$ cat src/rtl/vita49_trig_pkg.sv
// ----------------------------------------------------------------------------
// vita49_trig_pkg
//   Shared definitions for the VITA-49 trigger scheduler:
//   - TS_W         : width of a full timestamp {tsi[31:0], tsf[63:0]}
//   - trig_state_e : scheduler FSM state encoding (also exported for debug)
//   - win_t        : one queued trigger window (start / stop timestamps)
// ----------------------------------------------------------------------------
package vita49_trig_pkg;

  localparam int TS_W = 96;

  typedef enum logic [1:0] {
    ST_IDLE   = 2'd0,
    ST_ARMED  = 2'd1,
    ST_ACTIVE = 2'd2,
    ST_DRAIN  = 2'd3
  } trig_state_e;

  typedef struct packed {
    logic [TS_W-1:0] t_on;
    logic [TS_W-1:0] t_off;
  } win_t;

endpackage

$ cat src/rtl/vita49_trig_sched_fifo.sv
// ----------------------------------------------------------------------------
// vita49_trig_sched_fifo
//   Window queue: C_DEPTH entries of win_t (192 bits), first-word-fall-through.
//   Ports:
//     i_clk, i_rst_n : clock, async active-low reset
//     i_flush        : empties the queue (wins over push/pop)
//     i_push, i_din  : write one window (ignored when full)
//     i_pop          : retire the head window (ignored when empty)
//     o_head         : current head window
//     o_level        : occupancy, 0..C_DEPTH
// ----------------------------------------------------------------------------
module vita49_trig_sched_fifo
  import vita49_trig_pkg::*;
#(
  parameter int C_DEPTH = 4
) (
  input  logic                     i_clk,
  input  logic                     i_rst_n,
  input  logic                     i_flush,
  input  logic                     i_push,
  input  logic                     i_pop,
  input  win_t                     i_din,
  output win_t                     o_head,
  output logic [$clog2(C_DEPTH):0] o_level
);

  localparam int AW = $clog2(C_DEPTH);
  localparam int LW = AW + 1;
  localparam logic [LW-1:0] LVL_FULL = LW'(C_DEPTH);

  win_t            r_mem [C_DEPTH];
  logic [AW-1:0]   r_wr_ptr;
  logic [AW-1:0]   r_rd_ptr;
  logic [LW-1:0]   r_level;
  logic            w_push;
  logic            w_pop;

  assign w_push  = i_push && (r_level != LVL_FULL);
  assign w_pop   = i_pop  && (r_level != '0);
  assign o_head  = r_mem[r_rd_ptr];
  assign o_level = r_level;

  // Depth is a power of two, so pointers wrap naturally.
  always_ff @(posedge i_clk or negedge i_rst_n) begin
    if (!i_rst_n) begin
      r_wr_ptr <= '0;
      r_rd_ptr <= '0;
      r_level  <= '0;
    end else if (i_flush) begin
      r_wr_ptr <= '0;
      r_rd_ptr <= '0;
      r_level  <= '0;
    end else begin
      if (w_push) r_wr_ptr <= r_wr_ptr + 1'b1;
      if (w_pop)  r_rd_ptr <= r_rd_ptr + 1'b1;
      case ({w_push, w_pop})
        2'b10:   r_level <= r_level + 1'b1;
        2'b01:   r_level <= r_level - 1'b1;
        default: r_level <= r_level;
      endcase
    end
  end

  // Storage needs no reset: an entry is only read once it has been written.
  always_ff @(posedge i_clk) begin
    if (w_push) r_mem[r_wr_ptr] <= i_din;
  end

endmodule

$ cat src/rtl/vita49_trig_sched.sv
// ----------------------------------------------------------------------------
// vita49_trig_sched
//   Timestamp-driven AXI-Stream gate. Trigger windows {on, off} are queued and
//   executed in load order; while a window is active the input stream is passed
//   to the output, aligned to packet boundaries.
//   Ports:
//     AXIS_ACLK / AXIS_ARESETN : clock, async active-low reset
//     enable, flush            : arm scheduler / empty queue and close gate
//     win_* + win_valid/ready  : window load handshake
//     tsi, tsf                 : current time {tsi, tsf}
//     S_AXIS_*, M_AXIS_*       : input / output stream
//     trig, win_level          : window active / queue occupancy
//     win_done, win_late       : one-cycle retire pulses (normal / discarded)
//     dbg_state                : FSM state
//   Handshake rule: a transfer happens on a rising edge where valid && ready;
//   valid never depends on ready of the same interface.
// ----------------------------------------------------------------------------
module vita49_trig_sched
  import vita49_trig_pkg::*;
#(
  parameter int C_AXIS_TDATA_NUM_BYTES = 4,
  parameter int C_DEPTH                = 4,
  parameter int C_HOLD_MODE            = 0
) (
  input  logic                                  AXIS_ACLK,
  input  logic                                  AXIS_ARESETN,
  input  logic                                  enable,
  input  logic                                  flush,
  input  logic [31:0]                           win_tsi_on,
  input  logic [31:0]                           win_tsi_off,
  input  logic [63:0]                           win_tsf_on,
  input  logic [63:0]                           win_tsf_off,
  input  logic                                  win_valid,
  output logic                                  win_ready,
  input  logic [31:0]                           tsi,
  input  logic [63:0]                           tsf,
  input  logic [8*C_AXIS_TDATA_NUM_BYTES-1:0]   S_AXIS_TDATA,
  input  logic [C_AXIS_TDATA_NUM_BYTES-1:0]     S_AXIS_TSTRB,
  input  logic                                  S_AXIS_TLAST,
  input  logic                                  S_AXIS_TVALID,
  output logic                                  S_AXIS_TREADY,
  output logic [8*C_AXIS_TDATA_NUM_BYTES-1:0]   M_AXIS_TDATA,
  output logic [C_AXIS_TDATA_NUM_BYTES-1:0]     M_AXIS_TSTRB,
  output logic                                  M_AXIS_TLAST,
  output logic                                  M_AXIS_TVALID,
  input  logic                                  M_AXIS_TREADY,
  output logic                                  trig,
  output logic [$clog2(C_DEPTH):0]              win_level,
  output logic                                  win_done,
  output logic                                  win_late,
  output trig_state_e                           dbg_state
);

  localparam int LW = $clog2(C_DEPTH) + 1;
  localparam logic [LW-1:0] LVL_FULL = LW'(C_DEPTH);

  trig_state_e     r_state;
  logic            r_trig;
  logic            r_done;
  logic            r_late;
  logic            r_pkt_mid;   // input stream is between first beat and TLAST
  logic            r_skip;      // window began mid-packet: drop rest of that packet

  win_t            w_din;
  win_t            w_head;
  logic [TS_W-1:0] w_now;
  logic [LW-1:0]   w_level;
  logic            w_load;
  logic            w_gate_open;
  logic            w_s_hs;
  logic            w_pkt_mid_nxt;
  logic            w_ge_on;
  logic            w_ge_off;
  logic            w_bad_win;
  logic            w_retire_late;
  logic            w_retire_done;
  logic            w_to_active;
  logic            w_to_drain;
  logic            w_pop;

  assign w_now       = {tsi, tsf};
  assign w_din.t_on  = {win_tsi_on, win_tsf_on};
  assign w_din.t_off = {win_tsi_off, win_tsf_off};

  assign win_ready = (w_level < LVL_FULL) && !flush;
  assign w_load    = win_valid && win_ready;
  assign win_level = w_level;

  vita49_trig_sched_fifo #(
    .C_DEPTH (C_DEPTH)
  ) u_fifo (
    .i_clk   (AXIS_ACLK),
    .i_rst_n (AXIS_ARESETN),
    .i_flush (flush),
    .i_push  (w_load),
    .i_pop   (w_pop),
    .i_din   (w_din),
    .o_head  (w_head),
    .o_level (w_level)
  );

  // Stream gate
  assign w_gate_open   = ((r_state == ST_ACTIVE) || (r_state == ST_DRAIN)) && !r_skip;
  assign M_AXIS_TDATA  = S_AXIS_TDATA;
  assign M_AXIS_TSTRB  = S_AXIS_TSTRB;
  assign M_AXIS_TLAST  = S_AXIS_TLAST;
  assign M_AXIS_TVALID = w_gate_open && S_AXIS_TVALID;
  // A skipped remainder is always consumed, even in hold mode: holding it would
  // stall the stream forever since the gate only opens at a packet boundary.
  assign S_AXIS_TREADY = w_gate_open ? M_AXIS_TREADY : (r_skip || (C_HOLD_MODE == 0));

  assign w_s_hs        = S_AXIS_TVALID && S_AXIS_TREADY;
  // Packet state after this edge; with the gate open this is also the output side.
  assign w_pkt_mid_nxt = w_s_hs ? !S_AXIS_TLAST : r_pkt_mid;

  // Window decisions on the head entry, unsigned 96-bit
  assign w_ge_on       = w_now >= w_head.t_on;
  assign w_ge_off      = w_now >= w_head.t_off;
  assign w_bad_win     = w_head.t_off <= w_head.t_on;
  assign w_retire_late = (r_state == ST_ARMED) && (w_ge_off || w_bad_win);
  assign w_to_active   = (r_state == ST_ARMED) && !w_retire_late && w_ge_on;
  assign w_to_drain    = (r_state == ST_ACTIVE) && w_ge_off && w_gate_open && w_pkt_mid_nxt;
  assign w_retire_done = ((r_state == ST_ACTIVE) && w_ge_off && !w_to_drain) ||
                         ((r_state == ST_DRAIN) && !w_pkt_mid_nxt);
  assign w_pop         = !flush && (w_retire_late || w_retire_done);

  always_ff @(posedge AXIS_ACLK or negedge AXIS_ARESETN) begin
    if (!AXIS_ARESETN) begin
      r_state   <= ST_IDLE;
      r_trig    <= 1'b0;
      r_done    <= 1'b0;
      r_late    <= 1'b0;
      r_pkt_mid <= 1'b0;
      r_skip    <= 1'b0;
    end else begin
      r_pkt_mid <= w_pkt_mid_nxt;
      r_done    <= 1'b0;
      r_late    <= 1'b0;
      if (flush) begin
        r_state <= ST_IDLE;
        r_trig  <= 1'b0;
        r_skip  <= 1'b0;
      end else begin
        if (!w_pkt_mid_nxt) r_skip <= 1'b0;
        case (r_state)
          ST_IDLE: begin
            if (enable && (w_level != '0)) r_state <= ST_ARMED;
          end
          ST_ARMED: begin
            if (w_retire_late) begin
              r_state <= ST_IDLE;
              r_late  <= 1'b1;
            end else if (w_to_active) begin
              r_state <= ST_ACTIVE;
              r_trig  <= 1'b1;
              r_skip  <= w_pkt_mid_nxt;
            end
          end
          ST_ACTIVE: begin
            if (w_to_drain) begin
              r_state <= ST_DRAIN;
            end else if (w_retire_done) begin
              r_state <= ST_IDLE;
              r_trig  <= 1'b0;
              r_done  <= 1'b1;
            end
          end
          ST_DRAIN: begin
            if (w_retire_done) begin
              r_state <= ST_IDLE;
              r_trig  <= 1'b0;
              r_done  <= 1'b1;
            end
          end
          default: r_state <= ST_IDLE;
        endcase
      end
    end
  end

  assign trig      = r_trig;
  assign win_done  = r_done;
  assign win_late  = r_late;
  assign dbg_state = r_state;

endmodule

$ cat config.mk
export PLATFORM = sky130hd
export DESIGN_NAME = vita49_trig_sched
export DESIGN_NICKNAME = d
export VERILOG_FILES = /design/src/rtl/vita49_trig_pkg.sv /design/src/rtl/vita49_trig_sched_fifo.sv /design/src/rtl/vita49_trig_sched.sv
export SDC_FILE = /design/constraint.sdc
export NUM_CORES = 1
export LEC_CHECK = 0
export BUFFER_PORTS_ARGS = -buffer_cell sky130_fd_sc_hd__buf_4
export CORE_MARGIN = 1
export CORE_UTILIZATION = 25
export DETAILED_ROUTE_END_ITERATION = 6
export PLACE_DENSITY = 0.45
export RECOVER_POWER = 50
export SYNTH_ARGS = -nofsm -noshare
export SYNTH_HDL_FRONTEND = slang
export SYNTH_SLANG_ARGS = --single-unit
$ cat constraint.sdc
create_clock -name AXIS_ACLK -period 12.9 [get_ports AXIS_ACLK]
set_input_delay 0.645 -clock AXIS_ACLK [delete_from_list [all_inputs] [get_ports AXIS_ACLK]]
set_output_delay 0.645 -clock AXIS_ACLK [all_outputs]
set_load 0.005 [all_outputs]
==> flow_metrics.tcl, run 1 <==
set metrics [dict create \
    wire_per_inst_um 22.8 \
    grt_max_degree 121 \
    io_pins 380 \
    hold_path_class "input port to flip-flop" \
    grt_pass1_wl_mm 144 \
    clockBufferDepth 3 \
    hold_violations 0 \
    grt_pass1_vias 21100 \
    drt-initial-drc-count 1086 \
    tightest_slew_ns 1.26 \
    synthesis.yosys.warnings 0 \
    pre_cts_ws_ns 5.46 \
    relSlewSlack_pct 15.8 \
    maxCapViolCount 0 \
    violations "design-rule violations" \
    cts-buffers-inserted 94 \
    cp_slowest_stage_delay_ns 0.86 \
    cts_sinks 782 \
    synthArstFlopShare_pct 1.79 \
    path_cells "buf_4 -> buf_4 -> mux4_2 -> ha_1 -> nand4_1 -> nor4_1 -> nand3b_1 -> nor4_1 -> a21oi_1 -> a221oi_4 -> o22ai_4 -> and2_2 -> fa_1 -> nand2b_1 -> nor2_1 -> mux2i_1 -> o311ai_1" \
    cp_num_buf_inv 2 \
    start_util_pct 25.2 \
    cts_tree "built" \
    drc 3 \
    syn_nets 2675 \
    max_freq_ghz 0.141 \
    leakagePower_nw 14.9 \
    min_period_ns 7.07 \
    synth_seq_area_share_pct 65.7 \
    cp_top_family "simple AND/OR/NAND/NOR gates" \
    port-buffer-count 307 \
    hpwl_mm 70.8 \
    critPathKind "flip-flop to flip-flop" \
    gr-total-overflow 0 \
    layout-drive-gt1-share_pct 19.3 \
    tns_ns 0 \
    dieArea_mm2 0.144 \
    final_common_cell "edfxtp_1" \
    worstSetupStartpointType "flip-flop" \
    setup_ws_ns 5.83 \
    ys_seq_elements 782 \
    die_h_um 380 \
    rsz0062_at_grt "no" \
    postCtsSetupBuffers 0 \
    arrival_ns 7.60 \
    area_delta_synth_final_pct 18.7 \
    netlist_area_mm2 0.0356 \
    drt_wl_total_mm 99.6 \
    dr.pass1.iters 7 \
    num_vias 19600 \
    avgSynthCellArea_um2 17.4 \
    fin_area_mm2 0.0423 \
    htree_levels 3 \
    antenna_left 0 \
    setup_viol 0 \
    fin_skew_ns 0.0368 \
    root_buffer "clkbuf_16" \
    cp-end-kind "flip-flop" \
    slowest_stage "buf_4" \
    synth_top_flop_cell "edfxtp_1" \
    slew_violations 0 \
    worstSkewPairLatency_ns 0.70 \
    die_x_um 380 \
    cp_max_fo 44 \
    placed_cell_area_mm2 0.0400 \
    antenna_found_initial 52 \
    ir_worst_vdd_v 0.000118 \
    worstPathRequired_ns 13.43 \
    power_density_mw_per_mm2 141 \
    mostFrequentLayoutCells "edfxtp_1 (768), ha_1 (292), clkbuf_1 (217)" \
    synth_edf_count 768 \
    core_mm2 0.141 \
    grtUsageTotal_pct 13.8 \
    rows 138 \
    routabilityCongestion 0.817 \
    nets 3016 \
    postLayoutCoreUtil_pct 29.9 \
    drt-vias-per-instance 4.49 \
    syn-instance-count 2050 \
    cts.clk_slew.worst_paths_ns 0.06 \
    status "complete, but fails checks" \
    fin_crit_sh_pct 54.8 \
    synth_cell_types 64 \
]
cell usage after synthesis (3+ instances only):
master | n | area [um^2]
nor2_1 | 40 | 150
a21oi_1 | 98 | 490
nand2_1 | 53 | 199
inv_1 | 204 | 766
o211ai_1 | 8 | 60.1
nor4_1 | 4 | 25.0
o221ai_1 | 3 | 26.3
nand2b_1 | 12 | 75.1
mux2i_1 | 4 | 40.0
o21ai_0 | 36 | 180
nand4_2 | 4 | 50.1
and3_1 | 8 | 50.1
ha_1 | 292 | 3650
nor3_1 | 14 | 70.1
clkbuf_1 | 16 | 60.1
a31oi_1 | 5 | 31.3
a2111oi_0 | 4 | 35.0
a21boi_0 | 3 | 22.5
a221oi_1 | 3 | 26.3
a211oi_1 | 11 | 82.6
and4_1 | 7 | 61.3
o21a_1 | 5 | 37.5
a21o_1 | 51 | 383
nand4_1 | 50 | 313
buf_4 | 37 | 278
edfxtp_1 | 768 | 23100
mux4_2 | 192 | 4320
dfrtp_1 | 14 | 350
nor2b_1 | 10 | 62.6
nand3_1 | 25 | 125
buf_1 | 28 | 105
report_power, final:
part | total (mW) | leakage [nW] | switching [mW] | internal, mW
combinational | 0.563 | 6.32 | 0.335 | 0.228
clock | 2.53 | 1.43 | 1.05 | 1.48
sequential | 2.89 | 7.16 | 0.0172 | 2.88
total | 5.98 | 14.9 | 1.40 | 4.58
per-layer routing:
layer / wire (um) / vias to the layer above / GRT usage, %
met5: 389 / - / 0
met4: 2810 / 60 / 4.43
met3: 7250 / 232 / 4.63
met2: 47700 / 487 / 22.7
met1: 41500 / 9917 / 16.8
li1: - / 8875 / -
state kept, by name (all words and copies together), names as in the netlist:
name / count
dbg_state: 2
r_pkt_mid: 1
r_skip: 1
trig: 1
u_fifo.o_level: 3
u_fifo.r_mem: 768
u_fifo.r_rd_ptr: 2
u_fifo.r_wr_ptr: 2
win_done: 1
win_late: 1
cell type report:
type                       instances  area, um^2
antenna                            5        12.5
clock buffer                     125        2560
clock inverter                    48         398
fill                           14000       99100
inverter                         204         766
multi-input combinational        982       11000
sequential                       782       23400
tap                             1890        2360
timing repair buffer             327        1760
final timing paths:
check                                               start                              to  slack [ns]  cells past startpoint
max                        u_fifo.r_rd_ptr[0]$_DFFE_PN0P_   u_fifo.o_level[1]$_DFFE_PN0P_        5.83                     17
min                                        win_tsi_off[8]   u_fifo.r_mem[1][72]$_DFFE_PP_        0.20                      1
max reg2reg                u_fifo.r_rd_ptr[0]$_DFFE_PN0P_   u_fifo.o_level[1]$_DFFE_PN0P_        5.83                     17
min reg2reg                           r_pkt_mid$_DFF_PN0_             r_pkt_mid$_DFF_PN0_        0.53                      2
max in group asynchronous                    AXIS_ARESETN  u_fifo.r_rd_ptr[0]$_DFFE_PN0P_       11.64                      2
min in group asynchronous                    AXIS_ARESETN                r_skip$_DFF_PN0_        0.61                      2
stage by stage:
step	power, mW	hold slack [ns]	std cells
3_5_place_dp	3.55	0.510	4184
2_1_floorplan	3.29	0.349	2050
3_3_place_gp	3.53	0.506	4184
5_1_grt	6.23	0.154	4358
6_report	5.98	0.197	4363
4_1_cts	6.12	0.0430	4358
kinds of logic (layout without fill, tap and decap cells):
family,count (synthesis),count (layout),synth area share [%]
flops,782,782,65.7
fa+ha+maj,293,293,10.3
buf+inv,286,704,3.42
compound gates,253,253,4.63
simple gates,238,238,3.59
mux,196,196,12.2
xor+xnor,2,2,0.0878
other cells,0,5,0
what timing repair did:
item / in CTS / in global routing
resized for setup: 0 / 0
hold endpoints to repair: 14 / 0
hold buffers: 1 / 0
No activity file was read; power rests on OpenSTA's default activity.
==> run 2: changes to the inputs <==
Clock period 12.9 ns to 7.06 ns, I/O delays scaled along.
==> flow_metrics.tcl, run 2 (synthesis gave the netlist of run 1 again) <==
set metrics [dict create \
    cts.clk_slew.worst_paths_ns 0.06 \
    maxCapViolCount 0 \
    regMostFlops "u_fifo.r_mem" \
    die_h_um 380 \
    dr.pass1.iters 5 \
    cts-buffers-inserted 89 \
    fin_skew_ns 0.0217 \
    mostFrequentLayoutCells "edfxtp_1 (768), ha_1 (292), clkbuf_1 (218)" \
    rows 138 \
    layout-drive-gt1-share_pct 18.0 \
    clockBufferDepth 3 \
    status "finished clean" \
    area_delta_synth_final_pct 24.3 \
    core_mm2 0.141 \
    num_vias 20200 \
    antenna_found_initial 31 \
    rsz0062_at_grt "no" \
    fin_crit_sh_pct 84.4 \
    power_mw 10.9 \
    hold_buffers 198 \
    io_pins 380 \
    seq_area_mm2 0.0234 \
    grtUsageTotal_pct 13.8 \
    tightest_slew_ns 1.09 \
    postCtsSetupBuffers 0 \
    largest_reg_flops 768 \
    drc 0 \
    arrival_ns 6.55 \
    worstPathRequired_ns 7.65 \
    ctsResizeCount 0 \
    htree_levels 3 \
    postLayoutCoreUtil_pct 31.3 \
    grt_pass1_vias 22000 \
    hold_path_class "input port to flip-flop" \
    worstSetupStartpointType "flip-flop" \
    setup_viol 0 \
    cts_tree "built" \
    leakagePower_nw 15.7 \
    drt-vias-per-instance 4.44 \
    multiInputGateArea_mm2 0.0110 \
    pre_cts_ws_ns 0.747 \
    setup_ws_ns 1.10 \
    tns_ns 0 \
    cp_max_fo 43 \
    cts_sinks 782 \
    r2r_setup_slack_ns 1.10 \
    relSlewSlack_pct 27.6 \
    hold_violations 0 \
    grt_pass1_wl_mm 146 \
    max_freq_ghz 0.168 \
    final_common_cell "edfxtp_1" \
    root_buffer "clkbuf_16" \
    port-buffer-count 307 \
    cp-end-kind "flip-flop" \
    nets 3216 \
    start_util_pct 25.2 \
    min_period_ns 5.96 \
    fill_cells 13900 \
    grt_max_degree 108 \
    worstSkewPairLatency_ns 0.69 \
    gr-total-overflow 0 \
    drt-initial-drc-count 997 \
    routabilityCongestion 0.802 \
    ir_worst_vdd_v 0.000170 \
    dieArea_mm2 0.144 \
    slew_violations 0 \
    hpwl_mm 70.6 \
    drt_wl_total_mm 99.1 \
    critPathKind "flip-flop to flip-flop" \
    antenna_left 0 \
    power_density_mw_per_mm2 246 \
    wire_per_inst_um 21.7 \
    die_x_um 380 \
]
==> run 2: changes by cell type in the layout (fill, tap and decap cells not counted), sizes merged <==
cell / before / now
buf: 133 / 141
bufinv: 4 / 7
clkbuf: 318 / 310
clkinv: 32 / 29
clkinvlp: 6 / 5
diode: 5 / 10
dlygate4sd3: 1 / 198
inv: 210 / 207
==> run 2: cell type report <==
class,instances,area share [%]
Antenna cell,10,0.0565
Clock buffer,117,5.41
Inverter,204,1.73
Sequential cell,782,52.9
Timing Repair Buffer,532,8.72
Tap cell,1890,5.34
Clock inverter,44,1.01
Multi-Input combinational cell,982,24.9
==> run 2: worst max-delay path: stages, from the launching register on <==
cell	delay (ns)
dfrtp_4	0.79
buf_12	0.34
buf_4	0.33
mux4_2	0.37
inv_1	0.08
ha_1	0.23
a2111o_1	0.38
a31oi_1	0.14
o2111ai_1	0.30
a31oi_1	0.69
o211ai_4	0.26
a221oi_4	0.48
o22ai_4	0.23
and2_2	0.23
fa_1	0.41
nor3_1	0.24
mux2i_1	0.11
a21oi_1	0.14
==> run 2: metrics by stage <==
| step | area, um^2 | std cells | hold WS, ns |
|---|---|---|---|
| global route | 44300 | 4555 | 0.111 |
| floorplan | 35600 | 2050 | 0.0574 |
| finish | 44300 | 4561 | 0.112 |
| CTS | 45000 | 4551 | 0.0235 |
| global placement | 40200 | 4192 | 0.232 |
| detailed placement | 40200 | 4192 | 0.234 |
==> run 2: metal layers <==
metal / vias to the layer above / global-route usage (%) / part of all wire, %
li1: 9265 / - / -
met4: 34 / 4.87 / 3.0
met1: 10200 / 17.5 / 43
met3: 212 / 3.17 / 5.5
met2: 490 / 22.8 / 48
met5: - / 0 / 0.21
==> run 2: worst paths after layout <==
check	from	end	cells past startpoint
worst max-delay path	u_fifo.r_rd_ptr[1]$_DFFE_PN0P_	u_fifo.o_level[2]$_DFFE_PN0P_	17
worst min-delay path	win_valid	u_fifo.r_wr_ptr[1]$_DFFE_PN0P_	4
worst max register to register	u_fifo.r_rd_ptr[1]$_DFFE_PN0P_	u_fifo.o_level[2]$_DFFE_PN0P_	17
worst min register to register	trig$_DFFE_PN0P_	trig$_DFFE_PN0P_	2
max in group asynchronous	AXIS_ARESETN	u_fifo.r_rd_ptr[0]$_DFFE_PN0P_	2
min in group asynchronous	AXIS_ARESETN	r_pkt_mid$_DFF_PN0_	2
==> run 2: power by group <==
| part | leakage (nW) | internal (mW) | switching [mW] |
|---|---|---|---|
| Combinational | 7.20 | 0.492 | 0.636 |
| Sequential | 7.16 | 5.25 | 0.0335 |
| Clock | 1.38 | 2.65 | 1.85 |
| Total | 15.7 | 8.40 | 2.52 |
==> run 3: changes to the inputs <==
Settings changed: ABC_AREA set to 1, PLACE_DENSITY 0.45 to 0.44.
Clock period 7.06 ns to 6.12 ns, I/O delays scaled along.
==> flow_metrics.tcl, run 3 <==
set metrics [dict create \
    status "finished clean" \
    worstPathRequired_ns 6.72 \
    drt-initial-drc-count 1275 \
    synth_edf_count 768 \
    final_common_cell "nand2_1" \
    fin_crit_sh_pct 81.8 \
    drt_wl_total_mm 106 \
    rows 140 \
    fill_cells 14800 \
    hpwl_mm 72.1 \
    layout-drive-gt1-share_pct 8.91 \
    nets 4172 \
    power_density_mw_per_mm2 355 \
    hold_path_class "input port to flip-flop" \
    placed_cell_area_mm2 0.0411 \
    clockBufferDepth 3 \
    synthesis.yosys.warnings 0 \
    finalNonFillerCells 5551 \
    rsz0062_at_grt "no" \
    syn_nets 3694 \
    mostFrequentLayoutCells "nand2_1 (880), edfxtp_1 (768), a21oi_1 (317)" \
    drt-vias-per-instance 4.44 \
    antenna_found_initial 18 \
    dieArea_mm2 0.148 \
    critPathKind "flip-flop to flip-flop" \
    grt_pass1_vias 24000 \
    area_delta_synth_final_pct 24.0 \
    cp-end-kind "flip-flop" \
    postLayoutCoreUtil_pct 31.2 \
    r2r_cells 25 \
    io_pins 380 \
    cts-buffers-inserted 93 \
    cts_tree "built" \
    seq_area_mm2 0.0234 \
    port-buffer-count 307 \
    tns_ns 0 \
    synth_common_cells "nand2_1 (880), edfxtp_1 (768), a21oi_1 (317)" \
    largest_reg_flops 768 \
    htree_levels 3 \
    dp_cells 5171 \
    netlist_area_mm2 0.0366 \
    syn-instance-count 3069 \
    grt_pass1_wl_mm 155 \
    antenna_left 0 \
    ir_worst_vdd_v 0.000201 \
    synth_most_common_cell "nand2_1" \
    pre_cts_ws_ns 0.925 \
    drc 0 \
    leakagePower_nw 17.5 \
    slew_violations 0 \
    tightest_slew_ns 1.09 \
    ctsResizeCount 0 \
    power_mw 16.1 \
    whs_ns 0.0812 \
    start_util_pct 25.2 \
    postCtsSetupBuffers 0 \
    yosysTopAreaCell "edfxtp_1" \
    setup_viol 0 \
    synthTopCellsByArea "edfxtp_1 (63%), ha_1 (10%), nand2_1 (9.0%)" \
    multiInputGateArea_mm2 0.0117 \
    avgSynthCellArea_um2 11.9 \
    synth_top_flop_cell "edfxtp_1" \
    grt_max_degree 121 \
    cts_sinks 782 \
    cts.clk_slew.worst_paths_ns 0.06 \
    relSlewSlack_pct 27.2 \
    dr.pass1.iters 5 \
    maxCapViolCount 0 \
    setup_ws_ns 1.11 \
    die_h_um 385 \
    core_mm2 0.145 \
    wire_per_inst_um 19.2 \
    synth_top_area_share_pct 63.0 \
    fin_skew_ns 0.0267 \
    regMostFlops "u_fifo.r_mem" \
    ys_seq_elements 782 \
    worstSkewPairLatency_ns 0.71 \
    arrival_ns 5.61 \
    grtUsageTotal_pct 14.2 \
    fin_area_mm2 0.0454 \
    synthArstFlopShare_pct 1.79 \
    gr-total-overflow 0 \
    max_freq_ghz 0.200 \
    min_path_cells 4 \
    min_period_ns 5.01 \
    cp_max_fo 71 \
    root_buffer "clkbuf_16" \
    num_vias 24600 \
    synth_seq_area_share_pct 64.0 \
    hold_buffers 198 \
    routabilityCongestion 0.771 \
    die_x_um 385 \
    worstSetupStartpointType "flip-flop" \
    hold_violations 0 \
    synth_cell_types 40 \
]
run 3: cell types whose count changed after synthesis, sizes merged, moves of 55 or more:
cell	delta
nand2	+837
a21oi	+220
mux4	-192
clkbuf	+107
a32o	+95
a32oi	+95
nor2	+55
run 3: worst paths after layout:
kind	slack (ns)	endpoint	start
min reg2reg	0.52	trig$_DFFE_PN0P_	trig$_DFFE_PN0P_
max	1.11	u_fifo.o_level[2]$_DFFE_PN0P_	u_fifo.r_rd_ptr[0]$_DFFE_PN0P_
max in group asynchronous	4.81	u_fifo.r_rd_ptr[0]$_DFFE_PN0P_	AXIS_ARESETN
min	0.08	r_skip$_DFF_PN0_	S_AXIS_TLAST
max reg2reg	1.11	u_fifo.o_level[2]$_DFFE_PN0P_	u_fifo.r_rd_ptr[0]$_DFFE_PN0P_
min in group asynchronous	0.75	u_fifo.o_level[2]$_DFFE_PN0P_	AXIS_ARESETN
run 3: where the power goes:
part | internal (mW) | total, mW | switching, mW
combinational | 1.56 | 4.36 | 2.80
clock | 3.09 | 5.39 | 2.30
sequential | 6.26 | 6.37 | 0.111
total | 10.9 | 16.1 | 5.21
run 3: worst max-delay path, cell delays in order, from the launching register on:
cell     delay [ns]
dfrtp_4        0.65
inv_8          0.50
buf_12         0.26
buf_4          0.19
nand2_1        0.06
a32oi_1        0.34
inv_1          0.10
ha_1           0.30
a21o_1         0.17
o21ai_0        0.17
nand2_1        0.10
a21oi_1        0.19
nand2_1        0.08
nand2_1        0.11
inv_1          0.05
nor2_1         0.09
nand3_1        0.30
nand2_2        0.22
nand2_4        0.09
nand3_4        0.08
inv_1          0.07
fa_1           0.38
inv_1          0.06
nand3_1        0.06
nand3_1        0.09
nand2_1        0.05
run 3: kinds of logic after synthesis:
kind of cell | share of synthesized area [%]
AOI/OAI and AO/OA | 10.7
DFF | 64.0
buffers and inverters | 4.05
adders and majority gates | 10.0
and+or+nand+nor | 11.2
run 3: routing by layer:
layer,GRT usage [%],wire length (um),up-vias
met5,0,85,-
met4,4.53,2400,14
met3,2.43,4820,167
met2,23.0,49700,528
met1,19.2,49500,11800
li1,-,-,12100
run 3: final cells by class:
class | instances | area share (%)
Tap cell | 1917 | 5.29
Timing Repair Buffer | 548 | 9.07
Antenna cell | 9 | 0.0496
Inverter | 192 | 1.62
Multi-Input combinational cell | 1930 | 25.9
Clock inverter | 59 | 1.08
Sequential cell | 782 | 51.6
Clock buffer | 114 | 5.44
